<file path="config.mk">
export PLATFORM = sky130hd
export DESIGN_NAME = kcpsmx_call_stack
export DESIGN_NICKNAME = d
export VERILOG_FILES = /design/src/rtl/kcpsmx_call_stack.sv
export SDC_FILE = /design/constraint.sdc
export NUM_CORES = 1
export LEC_CHECK = 0
export ABC_CLOCK_PERIOD_IN_PS = 11700
export BUFFER_PORTS_ARGS = -buffer_cell sky130_fd_sc_hd__buf_2
export CAP_MARGIN = 10
export CORE_ASPECT_RATIO = 0.5
export CORE_UTILIZATION = 40
export CTS_CLUSTER_DIAMETER = 30
export DETAILED_ROUTE_END_ITERATION = 10
export GPL_TIMING_DRIVEN = 1
export MAX_ROUTING_LAYER = met4
export PLACE_DENSITY = 0.52
export SETUP_SLACK_MARGIN = 0.02
export SLEW_MARGIN = 0
export SYNTH_ARGS = -nofsm -noshare
export SYNTH_HDL_FRONTEND = slang
export SYNTH_SLANG_ARGS = --single-unit
export TNS_END_PERCENT = 1
</file>
<file path="constraint.sdc">
create_clock -name clk -period 11.7 [get_ports clk]
set_clock_uncertainty 0.1 [all_clocks]
set_input_delay 0.585 -clock clk [delete_from_list [all_inputs] [get_ports clk]]
set_output_delay 0.585 -clock clk [all_outputs]
set_load 0.05 [all_outputs]
</file>
<file path="src/rtl/kcpsmx_call_stack.sv">
// Call/return stack for the KCPSMX fetch stage: {addr, flags} entries, occupancy and sticky errors.
// Define KCPSMX_STACK_TRAP_EN to drop push-while-full / pop-while-empty; default wraps like KCPSM3.
module kcpsmx_call_stack #(
    parameter int STACK_WIDTH = 10,
    parameter int STACK_DEPTH = 5,
    parameter int FLAG_WIDTH  = 2
) (
    input  logic                   clk,
    input  logic                   rst_n,
    input  logic                   push,
    input  logic                   pop,
    input  logic [STACK_WIDTH-1:0] push_addr,
    input  logic [FLAG_WIDTH-1:0]  push_flags,
    input  logic                   clear_err,
    output logic [STACK_WIDTH-1:0] top_addr,
    output logic [FLAG_WIDTH-1:0]  top_flags,
    output logic [STACK_DEPTH:0]   count,
    output logic                   empty,
    output logic                   full,
    output logic                   overflow,
    output logic                   underflow
);
    localparam int SIZE = 1 << STACK_DEPTH;
    localparam int EW   = STACK_WIDTH + FLAG_WIDTH;
    localparam logic [STACK_DEPTH:0] SIZE_C = (STACK_DEPTH + 1)'(SIZE);

    logic [EW-1:0]          mem_q [SIZE];
    logic [STACK_DEPTH-1:0] sp_q, sp_d, sp_m1;
    logic [STACK_DEPTH:0]   count_q, count_d;
    logic                   ovf_q, ovf_d, unf_q, unf_d;
    logic                   we;
    logic [STACK_DEPTH-1:0] waddr;
    logic                   empty_w, full_w;
    logic [EW-1:0]          top_entry;

    assign empty_w = (count_q == '0);
    assign full_w  = (count_q == SIZE_C);
    assign sp_m1   = sp_q - STACK_DEPTH'(1);

    // Occupancy (count_q) is the whole state machine: 0 = empty, SIZE = full, else partial.
    always_comb begin
        sp_d    = sp_q;
        count_d = count_q;
        ovf_d   = ovf_q & ~clear_err;
        unf_d   = unf_q & ~clear_err;
        we      = 1'b0;
        waddr   = sp_q;
        if (push && pop && !empty_w) begin
            we    = 1'b1;
            waddr = sp_m1;
        end else if (push) begin
            if (full_w) begin
                ovf_d = 1'b1;
`ifdef KCPSMX_STACK_TRAP_EN
                we    = 1'b0;
`else
                we    = 1'b1;
                sp_d  = sp_q + STACK_DEPTH'(1);
`endif
            end else begin
                we      = 1'b1;
                sp_d    = sp_q + STACK_DEPTH'(1);
                count_d = count_q + (STACK_DEPTH + 1)'(1);
            end
        end else if (pop) begin
            if (empty_w) begin
                unf_d = 1'b1;
`ifdef KCPSMX_STACK_TRAP_EN
                sp_d  = sp_q;
`else
                sp_d  = sp_m1;
`endif
            end else begin
                sp_d    = sp_m1;
                count_d = count_q - (STACK_DEPTH + 1)'(1);
            end
        end
    end

    always_ff @(posedge clk or negedge rst_n) begin
        if (!rst_n) begin
            sp_q    <= '0;
            count_q <= '0;
            ovf_q   <= 1'b0;
            unf_q   <= 1'b0;
        end else begin
            sp_q    <= sp_d;
            count_q <= count_d;
            ovf_q   <= ovf_d;
            unf_q   <= unf_d;
        end
    end

    // Storage is deliberately not reset; writes are blocked while reset is held.
    always_ff @(posedge clk) begin
        if (we && rst_n) begin
            mem_q[waddr] <= {push_addr, push_flags};
        end
    end

    assign top_entry = mem_q[sp_m1];
    assign top_addr  = empty_w ? '0 : top_entry[EW-1:FLAG_WIDTH];
    assign top_flags = empty_w ? '0 : top_entry[FLAG_WIDTH-1:0];
    assign count     = count_q;
    assign empty     = empty_w;
    assign full      = full_w;
    assign overflow  = ovf_q;
    assign underflow = unf_q;
endmodule

</file>
==> results.md, run 1 <==
- Critical path endpoint category: primary output
- Share of synthesized registers carrying an async set or reset: 3.27%
- Area leader, netlist: edfxtp_1
- Clock latency on the worst-skew pair: 0.55 ns
- Setup-failing EPs final: 0
- End of the critical path: top_addr[3]
- Pre-CTS setup slack: 6.71 ns
- Via/cell ratio: 5.42
- CTS sink count: 397
- CP Launch Point: sp_q[0]
- DP Wirelength: 21100 um
- IO Pins: 39
- Buffers added on ports: 38
- TritonRoute pass-1 iters: 5
- First-pass GRT wire length: 53500 um
- R2R setup slack: 6.98 ns
- Layout Nets: 865
- WL/cell: 25.6 um
- Slew Limit Fails: 0
- WP data arrival: 4.82 ns
- Max Clock Freq: 182 MHz
- Int Power: 3.48 mW
- Final worst-path cycle share: 47.1%
- TritonCTS buffer count: 52
- Share of the synthesized area in the top cell type: 72.4%
- Crit path time final: 5.51 ns
- Synth Net Count: 782
- Post-DRT Antenna Nets: 0
- CTS H-tree depth: 2
- Worst min-delay path category: in2reg
- Syn avg cell area: 21.0 sq um
- VDD IR max: 231 uV
- Post-cts resize count: 0
- Gr ovfl total: 0
- Site row count: 51
- Initial Util: 40.8%
- NetSw: 2.06 mW
- Endpoints failing hold: 0
- Setup TNS: 0 ns
- Worst path max stage delay: 0.92 ns
- EDFF count, synth: 384
- Netlist cell types: 54
- CP cell instances: inv_2 -> ha_4 -> buf_4 -> mux4_2 -> mux2i_1 -> o22a_1 -> o221ai_1 -> buf_2
- Cell count after synthesis: 758
- Clock root cell: clkbuf_16
- CP Depth: 8
- # Max-Cap Violations: 0
- Comb power frac: 41.4%
- Reg2Reg Depth: 7
- Clock Power Share: 28.2%
- Area contributors post-synth: edfxtp_1, mux4_2, mux2i_1, dfrtp_1, nor2_1
- TritonCTS clock tree: yes
- Antenna violations before repair: 1
- Synth Cell Area: 0.0159 sq mm
- Crit path kind: reg2out
- Switching Share: 37.2%
- Largest net degree at the start of global routing: 65
- Seq/Total Area, Yosys: 74.5%
- Slew margin rel.: 31.1%
- GRT Total Usage: 18.9%
- DRC Markers: 0
- Final core occ: 47.5%
- Final WL: 36200 um
- Die width: 284 um
- FF-to-FF Start: sp_q[0]
- Layout area overhead: 16.5%
- Yosys reg bits: 397
- Max Root-Sink Buffers: 3
- FILL cells: 3241
- Reg power frac: 30.4%
- Crit path required time: 11.02 ns
- Vias in the first global route: 7973
- Static Leak: 6.09 nW
- Core area: 0.0391 sq mm
- Hold WS: 0.146 ns
- Worst r2r dst: mem_q[20][7]
- Final Worst Setup Slack: 6.19 ns
- Power per cell area: 299 mW/mm^2
- WP buf/inv: 3
- Crit start category: flip-flop
- Share of post-route cells with drive strength above 1: 30.2%
- 1st-iter DRT viols: 838
- Die area: 0.0406 sq mm
- Yosys warns: 0
- Critical path peak fanout: 64
- GP Congestion: 0.820
- Slowest CP cell: ha_4
- CP delay by family, top: buffers and inverters
- Outcome: completed
- Post-route cell area: 0.0185 sq mm
- Routed via count: 7666
- Area after DPL: 0.0168 sq mm
- DIE HEIGHT: 143 um
- Least-Margin Pin Slew: 1.03 ns
- RSZ-0062 raised after global routing: false
- Synth Flop Type: edfxtp_1
- Reg clk slew, reported paths: 0.05 ns
[power groups by stage]
stage	combinational, mW	sequential, mW	clock [mW]
after global routing	2.44	1.69	1.66
after CTS	2.34	1.69	1.60
after detailed placement	2.33	1.71	0
final	2.30	1.69	1.56
after global placement	2.33	1.71	0
after floorplan	1.71	1.72	0
[layer usage]
layer,share of wire [%],vias to the layer above,track usage (%)
met5,0,-,-
met4,1.2,0,3.85
met3,6.1,43,4.07
met2,46,210,28.5
met1,47,4076,26.7
li1,-,3337,-
[cell usage in the layout (no fill, tap or decap), drive strengths merged, types with 2 or more instances in the layout]
master and count:
edfxtp 384, mux4 96, buf 70, clkbuf 62, mux2i 53, nor2 36, clkinv 17, inv 15
nand3 13, dfrtp 13, o22a 12, o221ai 12, xnor2 8, nor3 8, nand2 7, clkinvlp 7
bufinv 6, xor2 6, ha 6, a21oi 5, o21ai 5, a21o 4, a32oi 4, or2 4
nor2b 2, o21bai 2, nor4b 2, a22oi 2, o22ai 2, mux2 2, or3 2, and3 2
[sequential cells by signal (all words and copies together), names as in the netlist]
name	flops
mem_q	384
overflow	1
underflow	1
sp_q	5
count	6
[worst min path at each step]
stage / from / endpoint / depth (start not counted)
global route: clear_err / underflow / 2
finish: clear_err / underflow / 2
floorplan: rst_n / count[0] / 0
CTS: clear_err / underflow / 2
global placement: count[5] / count[5] / 1
detailed placement: count[5] / count[5] / 1
[cells in the mapped netlist (2+ instances only)]
master	instances
nor3_1	7
mux2_4	2
o22a_1	12
a22oi_1	2
buf_2	12
o221ai_1	12
nor2b_1	2
xor2_1	5
or2_2	2
edfxtp_1	384
a32oi_1	4
a21oi_1	5
inv_1	10
nor2_1	35
buf_4	4
o22ai_1	2
o21ai_0	4
o21bai_1	2
buf_6	7
clkbuf_1	18
a21o_1	4
mux4_2	96
ha_1	6
nand3_1	13
nor4b_1	2
xnor2_1	8
mux2i_1	53
nand2_1	7
dfrtp_1	13
[what timing repair did]
item,CTS,global route
hold endpoints to repair,13,0
setup buffers,0,0
hold buffers,1,0
[area by class of cell]
| class | instances | area, sq um | area share, % |
|---|---|---|---|
| sequential | 397 | 11900 | 64.0 |
| multi-input combinational | 308 | 3810 | 20.6 |
| clock buffer | 62 | 1370 | 7.39 |
| tap | 530 | 663 | 3.58 |
| timing repair buffer | 71 | 440 | 2.38 |
| clock inverter | 34 | 349 | 1.88 |
| inverter | 11 | 41.3 | 0.223 |
| antenna | 1 | 2.50 | 0.0135 |
[logic make-up after synthesis]
group | synth area share [%]
AO/OA/AOI/OAI | 2.75
XOR/XNOR | 0.818
adder cells (fa/ha/maj) | 0.597
buffers and inverters | 1.77
flip-flops | 74.5
multiplexers | 17.1
AND/OR/NAND/NOR | 2.48
[per-stage QoR]
step,total power [mW],cells
2_1_floorplan,3.43,758
3_3_place_gp,4.05,1316
3_5_place_dp,4.05,1316
4_1_cts,5.62,1413
5_1_grt,5.79,1413
6_report,5.54,1414
Power figures use the tool's default switching activity.
==> run 2, diff against run 1 <==
--- a/config.mk
+++ b/config.mk
@@ -5,7 +5,7 @@
 export SDC_FILE = /design/constraint.sdc
 export NUM_CORES = 1
 export LEC_CHECK = 0
-export ABC_CLOCK_PERIOD_IN_PS = 11700
+export ABC_CLOCK_PERIOD_IN_PS = 5400
 export BUFFER_PORTS_ARGS = -buffer_cell sky130_fd_sc_hd__buf_2
 export CAP_MARGIN = 10
 export CORE_ASPECT_RATIO = 0.5
==> constraint.sdc (replaced) <==
create_clock -name clk -period 5.4 [get_ports clk]
set_clock_uncertainty 0.1 [all_clocks]
set_input_delay 0.27 -clock clk [delete_from_list [all_inputs] [get_ports clk]]
set_output_delay 0.27 -clock clk [all_outputs]
set_load 0.05 [all_outputs]
==> run 2 against run 1 <==
  * Count of clock-buffer cells in the layout shrank 4
  * Final area grew 1.4%
  * Sequential power grew 120%
  * Die area is the same
  * Combinational power grew 120%
  * Register-to-register slack lost 5.1 ns
  * Critical path type unchanged
  * Highest routed layer unchanged
  * First-iteration DRC count shrank 12%
  * Wire length is essentially flat
  * Power grew 120%
==> results.md, run 2 (synthesis results as in run 1) <==
- Outcome: completed (unchanged)
- TritonCTS buffer count: 56 (was 52)
- Post-CTS Repair Setup Buffers: 0 (unchanged)
- Post-DRT Antenna Nets: 0 (unchanged)
- WP data arrival: 3.75 ns (was 4.82 ns)
- TritonRoute pass-1 iters: 6 (was 5)
- Critical path endpoint category: primary output (unchanged)
- DIE HEIGHT: 143 um (unchanged)
- Final worst-path cycle share: 76.2%
- Layout area overhead: 18.1% (was 16.5%)
- Site row count: 51 (unchanged)
- WL/cell: 25.3 um (was 25.6 um)
- CP cell instances: inv_2 -> ha_4 -> xor2_4 -> buf_4 -> mux4_2 -> mux2i_1 -> o221ai_1 -> buf_2 (was inv_2 -> ha_4 -> buf_4 -> mux4_2 -> mux2i_1 -> o22a_1 -> o221ai_1 -> buf_2)
- Worst path max stage delay: 0.70 ns (was 0.92 ns)
- Gr ovfl total: 0 (unchanged)
- Crit start category: flip-flop (unchanged)
- R2R setup slack: 1.85 ns (was 6.98 ns)
- Slew Limit Fails: 0 (unchanged)
- Antenna violations before repair: 1 (unchanged)
- Total power: 12.3 mW (was 5.54 mW)
- Crit path kind: reg2out (unchanged)
- Slew margin rel.: 35.5% (was 31.1%)
- FILL cells: 3239 (was 3241)
- Max Clock Freq: 243 MHz
- Routed via count: 7831 (was 7666)
- Crit path time final: 4.12 ns
- VDD IR max: 342 uV (was 231 uV)
- Final core occ: 48.1% (was 47.5%)
- Core area: 0.0391 sq mm (unchanged)
- TritonCTS clock tree: yes (unchanged)
- WP buf/inv: 3 (unchanged)
- CP Depth: 8 (unchanged)
- Static Leak: 6.21 nW (was 6.09 nW)
- Worst min-delay path category: in2async (was in2reg)
- Hold WS: 0.0658 ns (was 0.146 ns)
- Via/cell ratio: 5.48 (was 5.42)
- IO Pins: 39 (unchanged)
- RSZ-0062 raised after global routing: false (unchanged)
- Slowest CP cell: xor2_4 (was ha_4)
- Die area: 0.0406 sq mm (unchanged)
- Least-Margin Pin Slew: 0.968 ns (was 1.03 ns)
- Share of post-route cells with drive strength above 1: 31.4% (was 30.2%)
- Initial Util: 40.8% (unchanged)
- Most frequent cells in the layout: edfxtp_1, mux4_2, clkbuf_16 (was edfxtp_1, mux4_2, mux2i_1, clkbuf_16, buf_2)
- Buffers added on ports: 38 (unchanged)
- Layout Nets: 876 (was 865)
- Area of the multi-input gates: 0.00381 sq mm (unchanged)
- Largest net degree at the start of global routing: 57 (was 65)
- GRT Total Usage: 18.9% (about the same)
- Power per cell area: 656 mW/mm^2 (was 299 mW/mm^2)
- DP Wirelength: 21100 um (about the same)
- Clock latency on the worst-skew pair: 0.56 ns (was 0.55 ns)
- CP delay by family, top: buffers and inverters (unchanged)
- Hold buffer count at CTS: 5 (was 1)
- Pre-CTS setup slack: 1.69 ns (was 6.71 ns)
- FF/Latch Area: 0.0119 sq mm (unchanged)
- Top reg by flops: mem_q (unchanged)
- End of the critical path: top_addr[8] (was top_addr[3])
- Final WL: 36200 um (about the same)
- Setup TNS: 0 ns (unchanged)
- Final Worst Setup Slack: 1.28 ns (was 6.19 ns)
- CTS sink count: 397 (unchanged)
- GP Congestion: 0.782 (was 0.820)
- Die width: 284 um (unchanged)
- Largest register FFs: 384 (unchanged)
- Max Root-Sink Buffers: 3 (unchanged)
- Post-cts resize count: 0 (unchanged)
- First-pass GRT wire length: 53600 um (was 53500 um)
- Clock root cell: clkbuf_16 (unchanged)
- Endpoints failing hold: 0 (unchanged)
- Reg clk slew, reported paths: 0.06 ns (was 0.05 ns)
- FF-to-FF Start: sp_q[1] (was sp_q[0])
- Crit path required time: 5.03 ns (was 11.02 ns)
- Worst r2r dst: mem_q[25][1] (was mem_q[20][7])
- Vias in the first global route: 8012 (was 7973)
- Commonest non-fill, non-tap cell in the layout: edfxtp_1 (unchanged)
- Setup-failing EPs final: 0 (unchanged)
- # Max-Cap Violations: 0 (unchanged)
- DRC Markers: 0 (unchanged)
- CTS H-tree depth: 2 (unchanged)
- CP Launch Point: sp_q[0] (unchanged)
- Reg2Reg Depth: 6 (was 7)
- 1st-iter DRT viols: 736 (was 838)
- Critical path peak fanout: 14 (was 64)
## run 2: final cells by class
| cell class | count | area share [%] |
|---|---|---|
| multi-input combinational | 308 | 20.3 |
| antenna | 2 | 0.0266 |
| clock inverter | 45 | 2.54 |
| sequential | 397 | 63.1 |
| clock buffer | 58 | 7.49 |
| timing repair buffer | 78 | 2.81 |
| inverter | 11 | 0.220 |
| tap | 530 | 3.53 |
## run 2: metal layers
| layer | up-vias | GRT usage [%] | wire (um) |
|---|---|---|---|
| met5 | - | - | 0 |
| met4 | 0 | 3.88 | 546 |
| met3 | 51 | 3.66 | 1780 |
| met2 | 161 | 28.0 | 16600 |
| met1 | 4249 | 27.2 | 17300 |
| li1 | 3370 | - | - |
## run 2: worst min path at each step
stage / from / endpoint / slack [ns] / depth (start not counted)
floorplan: rst_n / count[0] / -0.13 / 0
CTS: rst_n / count[4] / 0.04 / 2
detailed placement: rst_n / count[0] / 0.10 / 1
global placement: rst_n / count[5] / 0.09 / 1
finish: rst_n / count[4] / 0.07 / 2
global route: rst_n / underflow / 0.08 / 2
## run 2: power breakdown
group	total (mW)	switching, mW	leakage [nW]	internal (mW)
Sequential	3.66	0.131	3.61	3.53
Clock	3.63	1.41	0.909	2.22
Combinational	5.05	3.07	1.69	1.97
Total	12.3	4.62	6.21	7.72
## run 2: per-stage QoR
stage / std cells / area, sq um
after global placement: 1319 / 16900
after global routing: 1427 / 18800
after CTS: 1427 / 18800
after floorplan: 758 / 15900
after detailed placement: 1319 / 16900
final: 1429 / 18800
